==> src/rtl/mna_flit_injector.sv <==
// MNA flit injector: serializes one captured header/body/tail packet onto the NoC
// injection link, one flit per cycle, gated by per-VC credit counters.
module mna_flit_injector #(
  parameter int VC_DEPTH = 4,
  parameter int CREDIT_W = 3
) (
  input  logic        clk,
  input  logic        rst_n,
  input  logic        req_valid,
  output logic        req_ready,
  input  logic        awrite,
  input  logic [36:0] header,
  input  logic [36:0] body,
  input  logic [36:0] tail,
  input  logic [7:0]  credit_in,
  output logic [36:0] flit_out,
  output logic        flit_valid,
  output logic        pkt_sent
);

  localparam logic [CREDIT_W-1:0] CREDIT_MAX = CREDIT_W'(VC_DEPTH);

  typedef enum logic [1:0] {
    IDLE      = 2'd0,
    SEND_HEAD = 2'd1,
    SEND_BODY = 2'd2,
    SEND_TAIL = 2'd3
  } state_t;

  state_t             state_q, state_d;
  logic [36:0]        hdr_q, hdr_d;
  logic [36:0]        body_q, body_d;
  logic [36:0]        tail_q, tail_d;
  logic               write_q, write_d;
  logic [2:0]         vc_q, vc_d;
  logic [36:0]        flit_out_q, flit_out_d;
  logic               flit_valid_q, flit_valid_d;
  logic               pkt_sent_q, pkt_sent_d;
  logic [CREDIT_W-1:0] credit_q [8];
  logic [CREDIT_W-1:0] credit_d [8];
  logic               fire_s;

  // A send state fires only on the registered count of its VC.
  assign fire_s = (state_q != IDLE) && (credit_q[vc_q] != '0);

  always_comb begin
    state_d      = state_q;
    hdr_d        = hdr_q;
    body_d       = body_q;
    tail_d       = tail_q;
    write_d      = write_q;
    vc_d         = vc_q;
    flit_out_d   = flit_out_q;
    flit_valid_d = 1'b0;
    pkt_sent_d   = 1'b0;
    case (state_q)
      IDLE: begin
        if (req_valid) begin
          hdr_d   = header;
          body_d  = body;
          tail_d  = tail;
          write_d = awrite;
          vc_d    = header[34:32];
          state_d = SEND_HEAD;
        end else begin
          state_d = IDLE;
        end
      end
      SEND_HEAD: begin
        if (fire_s) begin
          flit_out_d   = hdr_q;
          flit_valid_d = 1'b1;
          state_d      = write_q ? SEND_BODY : SEND_TAIL;
        end else begin
          state_d = SEND_HEAD;
        end
      end
      SEND_BODY: begin
        if (fire_s) begin
          flit_out_d   = body_q;
          flit_valid_d = 1'b1;
          state_d      = SEND_TAIL;
        end else begin
          state_d = SEND_BODY;
        end
      end
      SEND_TAIL: begin
        if (fire_s) begin
          flit_out_d   = tail_q;
          flit_valid_d = 1'b1;
          pkt_sent_d   = 1'b1;
          state_d      = IDLE;
        end else begin
          state_d = SEND_TAIL;
        end
      end
      default: begin
        state_d = IDLE;
      end
    endcase
  end

  // Simultaneous fire and return cancel out; returns saturate at VC_DEPTH.
  always_comb begin
    for (int v = 0; v < 8; v++) begin
      credit_d[v] = credit_q[v];
      if (fire_s && (vc_q == 3'(v)) && !credit_in[v]) begin
        credit_d[v] = credit_q[v] - {{(CREDIT_W-1){1'b0}}, 1'b1};
      end else if (!(fire_s && (vc_q == 3'(v))) && credit_in[v] && (credit_q[v] != CREDIT_MAX)) begin
        credit_d[v] = credit_q[v] + {{(CREDIT_W-1){1'b0}}, 1'b1};
      end else begin
        credit_d[v] = credit_q[v];
      end
    end
  end

  always_ff @(posedge clk or negedge rst_n) begin
    if (!rst_n) begin
      state_q      <= IDLE;
      hdr_q        <= 37'd0;
      body_q       <= 37'd0;
      tail_q       <= 37'd0;
      write_q      <= 1'b0;
      vc_q         <= 3'd0;
      flit_out_q   <= 37'd0;
      flit_valid_q <= 1'b0;
      pkt_sent_q   <= 1'b0;
      for (int v = 0; v < 8; v++) begin
        credit_q[v] <= CREDIT_MAX;
      end
    end else begin
      state_q      <= state_d;
      hdr_q        <= hdr_d;
      body_q       <= body_d;
      tail_q       <= tail_d;
      write_q      <= write_d;
      vc_q         <= vc_d;
      flit_out_q   <= flit_out_d;
      flit_valid_q <= flit_valid_d;
      pkt_sent_q   <= pkt_sent_d;
      for (int v = 0; v < 8; v++) begin
        credit_q[v] <= credit_d[v];
      end
    end
  end

  assign req_ready  = (state_q == IDLE);
  assign flit_out   = flit_out_q;
  assign flit_valid = flit_valid_q;
  assign pkt_sent   = pkt_sent_q;

endmodule

==> config.mk <==
export PLATFORM = sky130hd
export DESIGN_NAME = mna_flit_injector
export DESIGN_NICKNAME = d
export VERILOG_FILES = /design/src/rtl/mna_flit_injector.sv
export SDC_FILE = /design/constraint.sdc
export NUM_CORES = 1
export LEC_CHECK = 0
export BUFFER_PORTS_ARGS = -buffer_cell sky130_fd_sc_hd__buf_2
export CORE_ASPECT_RATIO = 1.2
export CORE_MARGIN = 1
export CORE_UTILIZATION = 55
export DETAILED_ROUTE_END_ITERATION = 10
export HOLD_SLACK_MARGIN = 0.12
export PLACE_DENSITY = 0.76
export SETUP_SLACK_MARGIN = 0.05
export SYNTH_ARGS = -nofsm -noshare
export SYNTH_HDL_FRONTEND = slang
export SYNTH_SLANG_ARGS = --single-unit
export TNS_END_PERCENT = 20
==> constraint.sdc <==
create_clock -name clk -period 5.27 [get_ports clk]
set_input_delay 1.054 -clock clk [delete_from_list [all_inputs] [get_ports clk]]
set_output_delay 1.054 -clock clk [all_outputs]
set_load 0.01 [all_outputs]
==> results of run 1 <==
## metrics by stage
stage	instance area [um2]	instances	hold WS, ps	total power [W]
finish	9920	1093	473	0.00672
CTS	9920	1090	476	0.00679
detailed placement	9290	1058	461	0.00542
global route	9920	1091	497	0.00726
floorplan	8450	735	475	0.00487
global placement	9290	1058	457	0.00530
## sequential cells by signal, indices dropped and copies added (netlist names)
register	cells
credit_q	24
tail_q	37
flit_valid	1
flit_out	37
state_q	2
pkt_sent	1
write_q	1
hdr_q	37
body_q	37
## worst reg2reg max path, cell delays in order, from the launching register on
cell     delay [ps]
dfrtp_1         440
or3_1           390
mux4_2          530
o21ai_2         440
nor3_1          160
xor2_1          180
ha_1            230
or4_1           500
a21oi_1         160
o22ai_1         100
## per-layer routing
| metal | part of all wire | vias up |
|---|---|---|
| met1 | 0.43 | 2931 |
| met4 | 0.018 | 2 |
| met2 | 0.51 | 102 |
| met5 | 0.00046 | - |
| met3 | 0.047 | 23 |
| li1 | - | 2912 |
## final cells by class
| class | count | area, um2 | area share |
|---|---|---|---|
| repair buffers | 169 | 870 | 0.0876 |
| well taps | 204 | 255 | 0.0257 |
| multi-input cells | 492 | 3660 | 0.369 |
| flip-flops and latches | 177 | 4440 | 0.448 |
| clock buffers | 17 | 425 | 0.0429 |
| inverters | 16 | 60.1 | 0.00605 |
| diodes | 3 | 7.51 | 0.000757 |
| clock inverters | 15 | 200 | 0.0202 |
## cells in the final DEF (no fill, tap or decap), types with 7 or more instances in the layout
| cell type | count |
|---|---|
| inv_1 | 16 |
| a21oi_1 | 11 |
| o21ai_2 | 9 |
| mux2i_1 | 47 |
| dfstp_2 | 8 |
| o21ai_0 | 80 |
| nand2b_1 | 9 |
| buf_2 | 161 |
| dfrtp_1 | 167 |
| nor3_1 | 9 |
| ha_1 | 8 |
| o22ai_1 | 8 |
| nor2_1 | 26 |
| nand2_1 | 81 |
| buf_4 | 7 |
| clkbuf_16 | 17 |
| mux2_2 | 113 |
| o221ai_1 | 8 |
| xor2_1 | 8 |
## worst paths after layout
check                      slack (ps)                        to  depth (start not counted)                startpoint
min in group asynchronous         750      hdr_q[1]$_DFFE_PN0P_                          1                     rst_n
max reg2reg                      2070  credit_q[20]$_DFFE_PN1P_                          9  credit_q[13]$_DFFE_PN0P_
max in group asynchronous        3260    body_q[32]$_DFFE_PN0P_                          2                     rst_n
min                               470   flit_out[6]$_DFFE_PN0P_                          2   flit_out[6]$_DFFE_PN0P_
max                              2070  credit_q[20]$_DFFE_PN1P_                          9  credit_q[13]$_DFFE_PN0P_
min reg2reg                       470   flit_out[6]$_DFFE_PN0P_                          2   flit_out[6]$_DFFE_PN0P_
## kinds of logic after synthesis
logic type      after synthesis  synth area share
fa+ha+maj                     8            0.0118
compound gates              154             0.116
mux                         161             0.209
xor+xnor                     14            0.0145
flops                       177             0.525
simple gates                155            0.0820
buf+inv                      66            0.0413
## report_power, final
part | total [W] | internal, W | switching [W]
combinational | 0.00282 | 0.00133 | 0.00149
clock | 0.00133 | 0.000764 | 0.000570
sequential | 0.00257 | 0.00210 | 0.000463
total | 0.00672 | 0.00420 | 0.00252
==> impl_metrics.json, run 1 <==
{
  "cts-root-buf": "clkbuf_16",
  "drv_slew": 0,
  "finish.utilization": 0.661,
  "crit_family": "simple AND/OR/NAND/NOR gates",
  "dominantRegCellSynth": "dfrtp_1",
  "timing.final.crit_share": 0.607,
  "clock_skew_ps": 8.05,
  "grt_pass1_wl_um": 28500,
  "ys_ff_latch": 177,
  "ys_top_cells_by_count": "169 x dfrtp_1, 113 x mux2_2, 81 x nand2_1, 80 x o21ai_0, 47 x mux2i_1",
  "start_kind": "register",
  "drtPass1Iterations": 4,
  "numCtsBuffers": 17,
  "place_ws_ps": 2110,
  "drt_iter0_markers": 213,
  "io_buffers": 162,
  "min_period_ps": 3200,
  "synth.area.top_cells": "dfrtp_1 50%, mux2_2 15%, mux2i_1 5.6%",
  "die_h_um": 138,
  "clock.fmax_ghz": 0.313,
  "use_met3": 0.0660,
  "antenna_left": 0,
  "path_clk_slew_ps": 70,
  "slowest_stage": "mux4_2",
  "yosysUniqueCellTypes": 55,
  "status": "completed",
  "clock_sinks": 177,
  "met2_usage": 0.386,
  "vias_per_cell": 5.46,
  "area_growth_pct": 17.4,
  "grt_max_degree": 108,
  "ir_worst_vdd_v": 0.000346,
  "syn-cell-area_mm2": 0.00845,
  "fill_cells": 1211,
  "gp_congestion": 0.798,
  "num_vias": 5970,
  "grt.met1_usage": 0.291,
  "worst_hold_path_type": "register to register",
  "p_leak_nw": 4.53,
  "cts_tree": "built",
  "yosys_warnings": 0,
  "coreArea_mm2": 0.0150,
  "grtUsageTotal": 0.234,
  "wl_per_cell_um": 15.9,
  "fin_nets": 1004,
  "setup-violations-final": 0,
  "cap_violations": 0,
  "dieArea_mm2": 0.0159,
  "post-cts-setup-buffers": 0,
  "drive_above_1_share": 0.389,
  "crit_buf_inv": 0,
  "crit_chain": "or3_1 > mux4_2 > o21ai_2 > nor3_1 > xor2_1 > ha_1 > or4_1 > a21oi_1 > o22ai_1",
  "grt_pass1_vias": 5860,
  "path_max_fanout": 15,
  "tightest_slew_ps": 962,
  "cp.arrival_ps": 3550,
  "cpPeakStageDelay_ps": 530,
  "routed_wl_um": 17400,
  "post-dp-hpwl_um": 11700,
  "slew_headroom": 0.359,
  "seq_area_frac_synth": 0.525,
  "htreeDepth": 4,
  "finalWorstSetupSlack_ps": 2070,
  "cts_buffer_depth": 2,
  "grt.overflow.total": 0,
  "cp-end-kind": "register",
  "clk_latency_ps": 430,
  "synthCells": 735,
  "async_flop_share": 1.00,
  "grt_setup_unrepaired": "false",
  "hold_viol": 0,
  "finalSetupTns_ps": 0,
  "yosysTopAreaCell": "dfrtp_1",
  "rows": 49,
  "synth_nets": 866,
  "ios": 163,
  "gr-max-usage-layer": "met2",
  "yosysMostFrequentCell": "dfrtp_1",
  "yosys.area.top_type_share": 0.501,
  "worst-setup-path-type": "register to register",
  "synth_area_per_cell_um2": 11.5,
  "powerDensity_mw_per_mm2": 677,
  "ctsResizeCount": 0,
  "die_w_um": 115,
  "drc_errors": 0,
  "required_ps": 5620,
  "grt_antenna_before_repair": 2,
  "initial_core_util": 0.563,
  "synth_edf_count": 0,
  "cts_hold_buf": 0
}
No activity file was read; power rests on OpenSTA's default activity.
==> inputs of run 2 (changes only) <==
ABC_AREA = 1   (was not set)
CORE_UTILIZATION = 50   (was 55)
PLACE_DENSITY = 0.73   (was 0.76)
clock period = 2.8 ns   (was 5.27 ns; I/O delays follow)
==> run 2 against run 1 <==
  * Clock-buffer cell count increased by 3
  * Via count increased by 8.2%
  * Flip-flop and latch count unchanged
  * Clock power increased by 70%
  * Critical path type unchanged
  * Largest power group unchanged
==> impl_metrics.json, run 2 <==
{
  "status": "completed",
  "crit_family": "simple AND/OR/NAND/NOR gates",
  "dp_cells": 1209,
  "drc_errors": 0,
  "drt_iter0_markers": 289,
  "path_max_fanout": 16,
  "ys_top_cells_by_count": "180 x nand2_1, 169 x dfrtp_1, 91 x inv_1, 88 x nor2_1, 74 x mux2_2",
  "synth.area.top_cells": "dfrtp_1 52%, mux2_2 10%, nand2_1 8.3%",
  "numCtsBuffers": 17,
  "slowest_stage": "dfrtp_1",
  "p_leak_nw": 5.02,
  "vias_per_cell": 5.18,
  "cp.arrival_ps": 2830,
  "clock.fmax_ghz": 0.406,
  "place_ws_ps": 320,
  "layout_commonest_cell": "nand2_1",
  "cap_violations": 0,
  "finish.utilization": 0.622,
  "grtUsageTotal": 0.233,
  "tightest_slew_ps": 564,
  "ir_worst_vdd_v": 0.000586,
  "switching_share": 0.395,
  "ios": 163,
  "grt_max_degree": 66,
  "drive_above_1_share": 0.299,
  "gp_congestion": 0.880,
  "cp_common_cell": "nand2_1",
  "post-cts-setup-buffers": 0,
  "multi_input_area_mm2": 0.00324,
  "drv_slew": 0,
  "regArea_mm2": 0.00444,
  "cts-root-buf": "clkbuf_16",
  "finalWorstSetupSlack_ps": 336,
  "clock_sinks": 177,
  "async_flop_share": 1.00,
  "synth_nets": 996,
  "power.switching_w": 0.00475,
  "path_clk_slew_ps": 70,
  "clock_skew_ps": 6.74,
  "cpPeakStageDelay_ps": 490,
  "htreeDepth": 4,
  "setup-violations-final": 0,
  "io_buffers": 162,
  "initial_core_util": 0.517,
  "yosysMostFrequentCell": "nand2_1",
  "powerDensity_mw_per_mm2": 1220,
  "p_int_w": 0.00726,
  "post-dp-hpwl_um": 12900,
  "whs_ps": 357,
  "num_vias": 6457,
  "grt_pass1_vias": 6530,
  "rows": 50,
  "cts_buffer_depth": 2,
  "die_w_um": 119,
  "yosys_warnings": 0,
  "ys_ff_latch": 177,
  "required_ps": 3160,
  "dieArea_mm2": 0.0169,
  "worst_hold_path_type": "input pin to register",
  "fin_cells": 1247,
  "timing.final.crit_share": 0.880,
  "slew_headroom": 0.623,
  "crit_buf_inv": 3,
  "cp-end-kind": "register",
  "synthCells": 865,
  "finalSetupTns_ps": 0,
  "wl_per_cell_um": 14.8,
  "fill_cells": 1341,
  "die_h_um": 142,
  "min_period_ps": 2460,
  "start_kind": "register",
  "syn-cell-area_mm2": 0.00818,
  "yosys.area.top_type_share": 0.517,
  "grt.overflow.total": 0,
  "yosysUniqueCellTypes": 31,
  "yosysTopAreaCell": "dfrtp_1",
  "grt_setup_unrepaired": "false",
  "fin_nets": 1152,
  "synth_area_per_cell_um2": 9.46,
  "power_frac_comb": 0.425,
  "layout_common_cells": "179 x nand2_1, 169 x dfrtp_1, 161 x buf_2",
  "worst-setup-path-type": "register to register",
  "grt_pass1_wl_um": 31100,
  "cts_tree": "built",
  "routed_wl_um": 18500,
  "hold_viol": 0,
  "seqPwrFrac": 0.387,
  "seq_area_frac_synth": 0.543,
  "crit_chain": "nor2_2 > nand2_1 > nand2_1 > nor2_1 > nand3_2 > nand3_4 > nor2_2 > nand2_1 > nand2_1 > nand2_1 > inv_1 > ha_1 > inv_1 > nand2_1 > inv_1 > nand2_1 > nand2_1 > nand2_1 > nand2_1",
  "grt_antenna_before_repair": 5,
  "clock_power_share": 0.188,
  "synth_edf_count": 0,
  "clk_latency_ps": 430,
  "dominantRegCellSynth": "dfrtp_1",
  "drtPass1Iterations": 4,
  "coreArea_mm2": 0.0158,
  "area_growth_pct": 20.3,
  "antenna_left": 0
}
run 2: area by class of cell:
| class | count | share of cell area |
|---|---|---|
| Sequential cell | 177 | 0.451 |
| Multi-Input combinational cell | 558 | 0.329 |
| Timing Repair Buffer | 174 | 0.100 |
| Clock buffer | 20 | 0.0454 |
| Inverter | 93 | 0.0355 |
| Tap cell | 208 | 0.0264 |
| Clock inverter | 12 | 0.0113 |
| Antenna cell | 5 | 0.00127 |
run 2: power by group through the flow:
stage                     combinational [W]  clock, W  sequential, W
final                               0.00511   0.00226        0.00464
after global routing                0.00586   0.00239        0.00479
after CTS                           0.00517   0.00229        0.00464
after detailed placement            0.00514         0        0.00468
after global placement              0.00500         0        0.00463
after floorplan                     0.00379         0        0.00458
run 2: timing repair:
action | CTS | global route
hold buffers | 1 | 0
endpoints found under the setup margin | 0 | 1
gates resized for setup | 0 | 1
hold endpoints to repair | 29 | 0
run 2: worst reg2reg max path, cell delays in order, from the launching register on:
cell and delay, ps:
dfrtp_1 490, nor2_2 270, nand2_1 90, nand2_1 70, nor2_1 50, nand3_2 120, nand3_4 250, nor2_2 280
nand2_1 160, nand2_1 90, nand2_1 50, inv_1 50, ha_1 130, inv_1 40, nand2_1 70, inv_1 40
nand2_1 50, nand2_1 40, nand2_1 50, nand2_1 40
run 2: kinds of logic (layout without fill, tap and decap cells):
| group | Yosys count | after routing | share of synthesized area |
|---|---|---|---|
| AND/OR/NAND/NOR | 328 | 328 | 0.168 |
| flip-flops | 177 | 177 | 0.543 |
| AO/OA/AOI/OAI | 140 | 140 | 0.102 |
| buffers and inverters | 130 | 299 | 0.0639 |
| multiplexers | 74 | 74 | 0.102 |
| adder cells (fa/ha/maj) | 8 | 8 | 0.0122 |
| XOR/XNOR | 8 | 8 | 0.00857 |
| other | 0 | 5 | 0 |
run 2: final timing paths:
| path | startpoint | end | slack, ps | cells after the start |
|---|---|---|---|---|
| worst max-delay path | hdr_q[33]$_DFFE_PN0P_ | credit_q[14]$_DFFE_PN1P_ | 340 | 19 |
| worst max register to register | hdr_q[33]$_DFFE_PN0P_ | credit_q[14]$_DFFE_PN1P_ | 340 | 19 |
| worst min register to register | flit_out[35]$_DFFE_PN0P_ | flit_out[35]$_DFFE_PN0P_ | 480 | 2 |
| worst min-delay path | body[15] | body_q[15]$_DFFE_PN0P_ | 360 | 2 |
| min in group asynchronous | rst_n | credit_q[10]$_DFFE_PN0P_ | 610 | 2 |
| max in group asynchronous | rst_n | credit_q[20]$_DFFE_PN1P_ | 1440 | 3 |
run 2: metal layers:
layer | GRT usage | routed length [um]
met3 | 0.0761 | 1290
met4 | 0.0826 | 328
met2 | 0.398 | 9160
met5 | 0 | 13
met1 | 0.276 | 7650
run 2: through the flow:
step	power, W	instance area [um2]
2_1_floorplan	0.00837	8180
3_3_place_gp	0.00963	9260
3_5_place_dp	0.00982	9260
4_1_cts	0.0121	9820
5_1_grt	0.0130	9830
6_report	0.0120	9840
==> inputs of run 3 (changes only) <==
PLACE_DENSITY = 0.78   (was 0.73)
==> run 3 against run 2 <==
  * Flip-flop and latch count stayed put
  * Cell area about the same
  * Via count up 0.50%
  * Die area unchanged
  * Worst setup slack improved by 4.8 ps
  * Global-route usage shrank 0.34 points
  * Wire length shrank 0.29%
  * Largest cell class unchanged
  * Largest power group unchanged
==> impl_metrics.json, run 3 (synthesis gave the netlist of run 2 again) <==
{
  "layout_common_cells": "179 x nand2_1, 169 x dfrtp_1, 161 x buf_2",
  "stdcell_area_mm2": 0.00984,
  "grt_pass1_vias": 6417,
  "crit_family": "simple AND/OR/NAND/NOR gates",
  "cts_tree": "built",
  "grtUsageTotal": 0.230,
  "antenna_left": 0,
  "die_h_um": 142,
  "rr_endpoint": "credit_q[17]$_DFFE_PN1P_",
  "cts_hold_buf": 0,
  "vias_per_cell": 5.21,
  "multi_input_area_mm2": 0.00324,
  "grt.overflow.total": 0,
  "required_ps": 3150,
  "finalPower_w": 0.0121,
  "place_ws_ps": 373,
  "num_vias": 6489,
  "grt_pass1_wl_um": 30400,
  "path_clk_slew_ps": 70,
  "htreeDepth": 4,
  "worst-setup-path-type": "register to register",
  "post-cts-setup-buffers": 0,
  "setup-violations-final": 0,
  "rows": 50,
  "cp-end-kind": "register",
  "drive_above_1_share": 0.301,
  "gp_congestion": 0.857,
  "drt_iter0_markers": 282,
  "cts_buffer_depth": 2,
  "ir_worst_vdd_v": 0.000634,
  "powerDensity_mw_per_mm2": 1230,
  "tightest_slew_ps": 688,
  "drc_errors": 0,
  "area_growth_pct": 20.2,
  "fin_nets": 1153,
  "initial_core_util": 0.517,
  "dieArea_mm2": 0.0169,
  "start_kind": "register",
  "clock.fmax_ghz": 0.407,
  "slowest_stage": "dfrtp_1",
  "routed_wl_um": 18400,
  "coreArea_mm2": 0.0158,
  "cp_common_cell": "nand2_1",
  "regArea_mm2": 0.00444,
  "drtPass1Iterations": 5,
  "hold_viol": 0,
  "placed_cell_area_mm2": 0.00926,
  "finalWorstSetupSlack_ps": 341,
  "whs_ps": 129,
  "worstRegToRegCells": 19,
  "crit_buf_inv": 3,
  "grt_setup_unrepaired": "false",
  "clock_sinks": 177,
  "min_period_ps": 2460,
  "grt_max_degree": 66,
  "cpPeakStageDelay_ps": 490,
  "cp.arrival_ps": 2810,
  "layout_commonest_cell": "nand2_1",
  "finalSetupTns_ps": 0,
  "fill_cells": 1371,
  "clock_skew_ps": 13.4,
  "grt_antenna_before_repair": 4,
  "io_buffers": 162,
  "worst-r2r-setup-slack_ps": 340,
  "ios": 163,
  "timing.final.crit_share": 0.878,
  "numCtsBuffers": 17,
  "cts-root-buf": "clkbuf_16",
  "post-dp-hpwl_um": 12800,
  "slew_headroom": 0.540,
  "status": "completed",
  "crit_chain": "nor2_2 > nand2_1 > nand2_1 > nor2_1 > nand3_2 > nand3_4 > nor2_2 > nand2_1 > nand2_1 > nand2_1 > inv_1 > ha_1 > inv_1 > nand2_1 > inv_1 > nand2_1 > nand2_1 > nand2_1 > nand2_1",
  "path_max_fanout": 15,
  "clk_latency_ps": 420,
  "die_w_um": 119,
  "p_leak_nw": 5.03,
  "rr_startpoint": "hdr_q[33]$_DFFE_PN0P_",
  "cap_violations": 0,
  "worst_hold_path_type": "input pin to asynchronous set/reset pin",
  "drv_slew": 0,
  "wl_per_cell_um": 14.8
}
-- run 3: changes by cell type in the layout (fill, tap and decap cells not counted), sizes merged --
cell | before | now
clkinvlp | 2 | 0
clkbuf | 20 | 19
inv | 93 | 97
dlygate4sd3 | 1 | 0
buf | 173 | 175
diode | 5 | 2
clkinv | 9 | 8
-- run 3: worst max path at each step --
stage,slack [ps],to,from,cells after the start
2_1_floorplan,800,credit_q[11]$_DFFE_PN1P_,hdr_q[33]$_DFFE_PN0P_,20
3_3_place_gp,470,credit_q[2]$_DFFE_PN1P_,hdr_q[33]$_DFFE_PN0P_,19
3_5_place_dp,370,credit_q[2]$_DFFE_PN1P_,hdr_q[33]$_DFFE_PN0P_,19
4_1_cts,310,credit_q[2]$_DFFE_PN1P_,hdr_q[33]$_DFFE_PN0P_,19
5_1_grt,70,credit_q[14]$_DFFE_PN1P_,hdr_q[33]$_DFFE_PN0P_,19
6_report,340,credit_q[17]$_DFFE_PN1P_,hdr_q[33]$_DFFE_PN0P_,19
-- run 3: area by class of cell --
class | instances | area share
antenna | 2 | 0.000509
clock buffer | 19 | 0.0450
clock inverter | 13 | 0.0128
inverter | 93 | 0.0355
multi-input combinational | 558 | 0.329
sequential | 177 | 0.451
tap | 208 | 0.0265
timing repair buffer | 175 | 0.0994
-- run 3: timing repair --
item	4_1_cts	5_1_grt
gates resized for setup	0	1
hold endpoints to repair	0	0
setup endpoints to repair	0	1
-- run 3: where the power goes --
group,internal [W],switching [W],leakage [nW],total (W)
clock,0.00127,0.00102,0.284,0.00229
combinational,0.00209,0.00302,2.69,0.00512
sequential,0.00391,0.000750,2.06,0.00466
total,0.00727,0.00480,5.03,0.0121
-- run 3: worst reg2reg max path, stage by stage, from the launching register on --
cell and delay (ps):
dfrtp_1 490, nor2_2 270, nand2_1 90, nand2_1 70, nor2_1 50, nand3_2 110, nand3_4 250, nor2_2 260
nand2_1 160, nand2_1 90, nand2_1 50, inv_1 50, ha_1 130, inv_1 40, nand2_1 70, inv_1 40
nand2_1 50, nand2_1 40, nand2_1 50, nand2_1 60
-- run 3: metal layers --
metal,GRT usage,share of wire,vias up
li1,-,-,3169
met1,0.275,0.42,3091
met2,0.389,0.49,194
met3,0.0741,0.069,31
met4,0.0826,0.018,4
met5,0,0.0013,-
-- run 3: per-stage QoR --
stage | util | cells
2_1_floorplan | - | 865
3_3_place_gp | 0.585 | 1211
3_5_place_dp | 0.585 | 1211
4_1_cts | 0.621 | 1243
5_1_grt | 0.621 | 1245
6_report | 0.621 | 1245
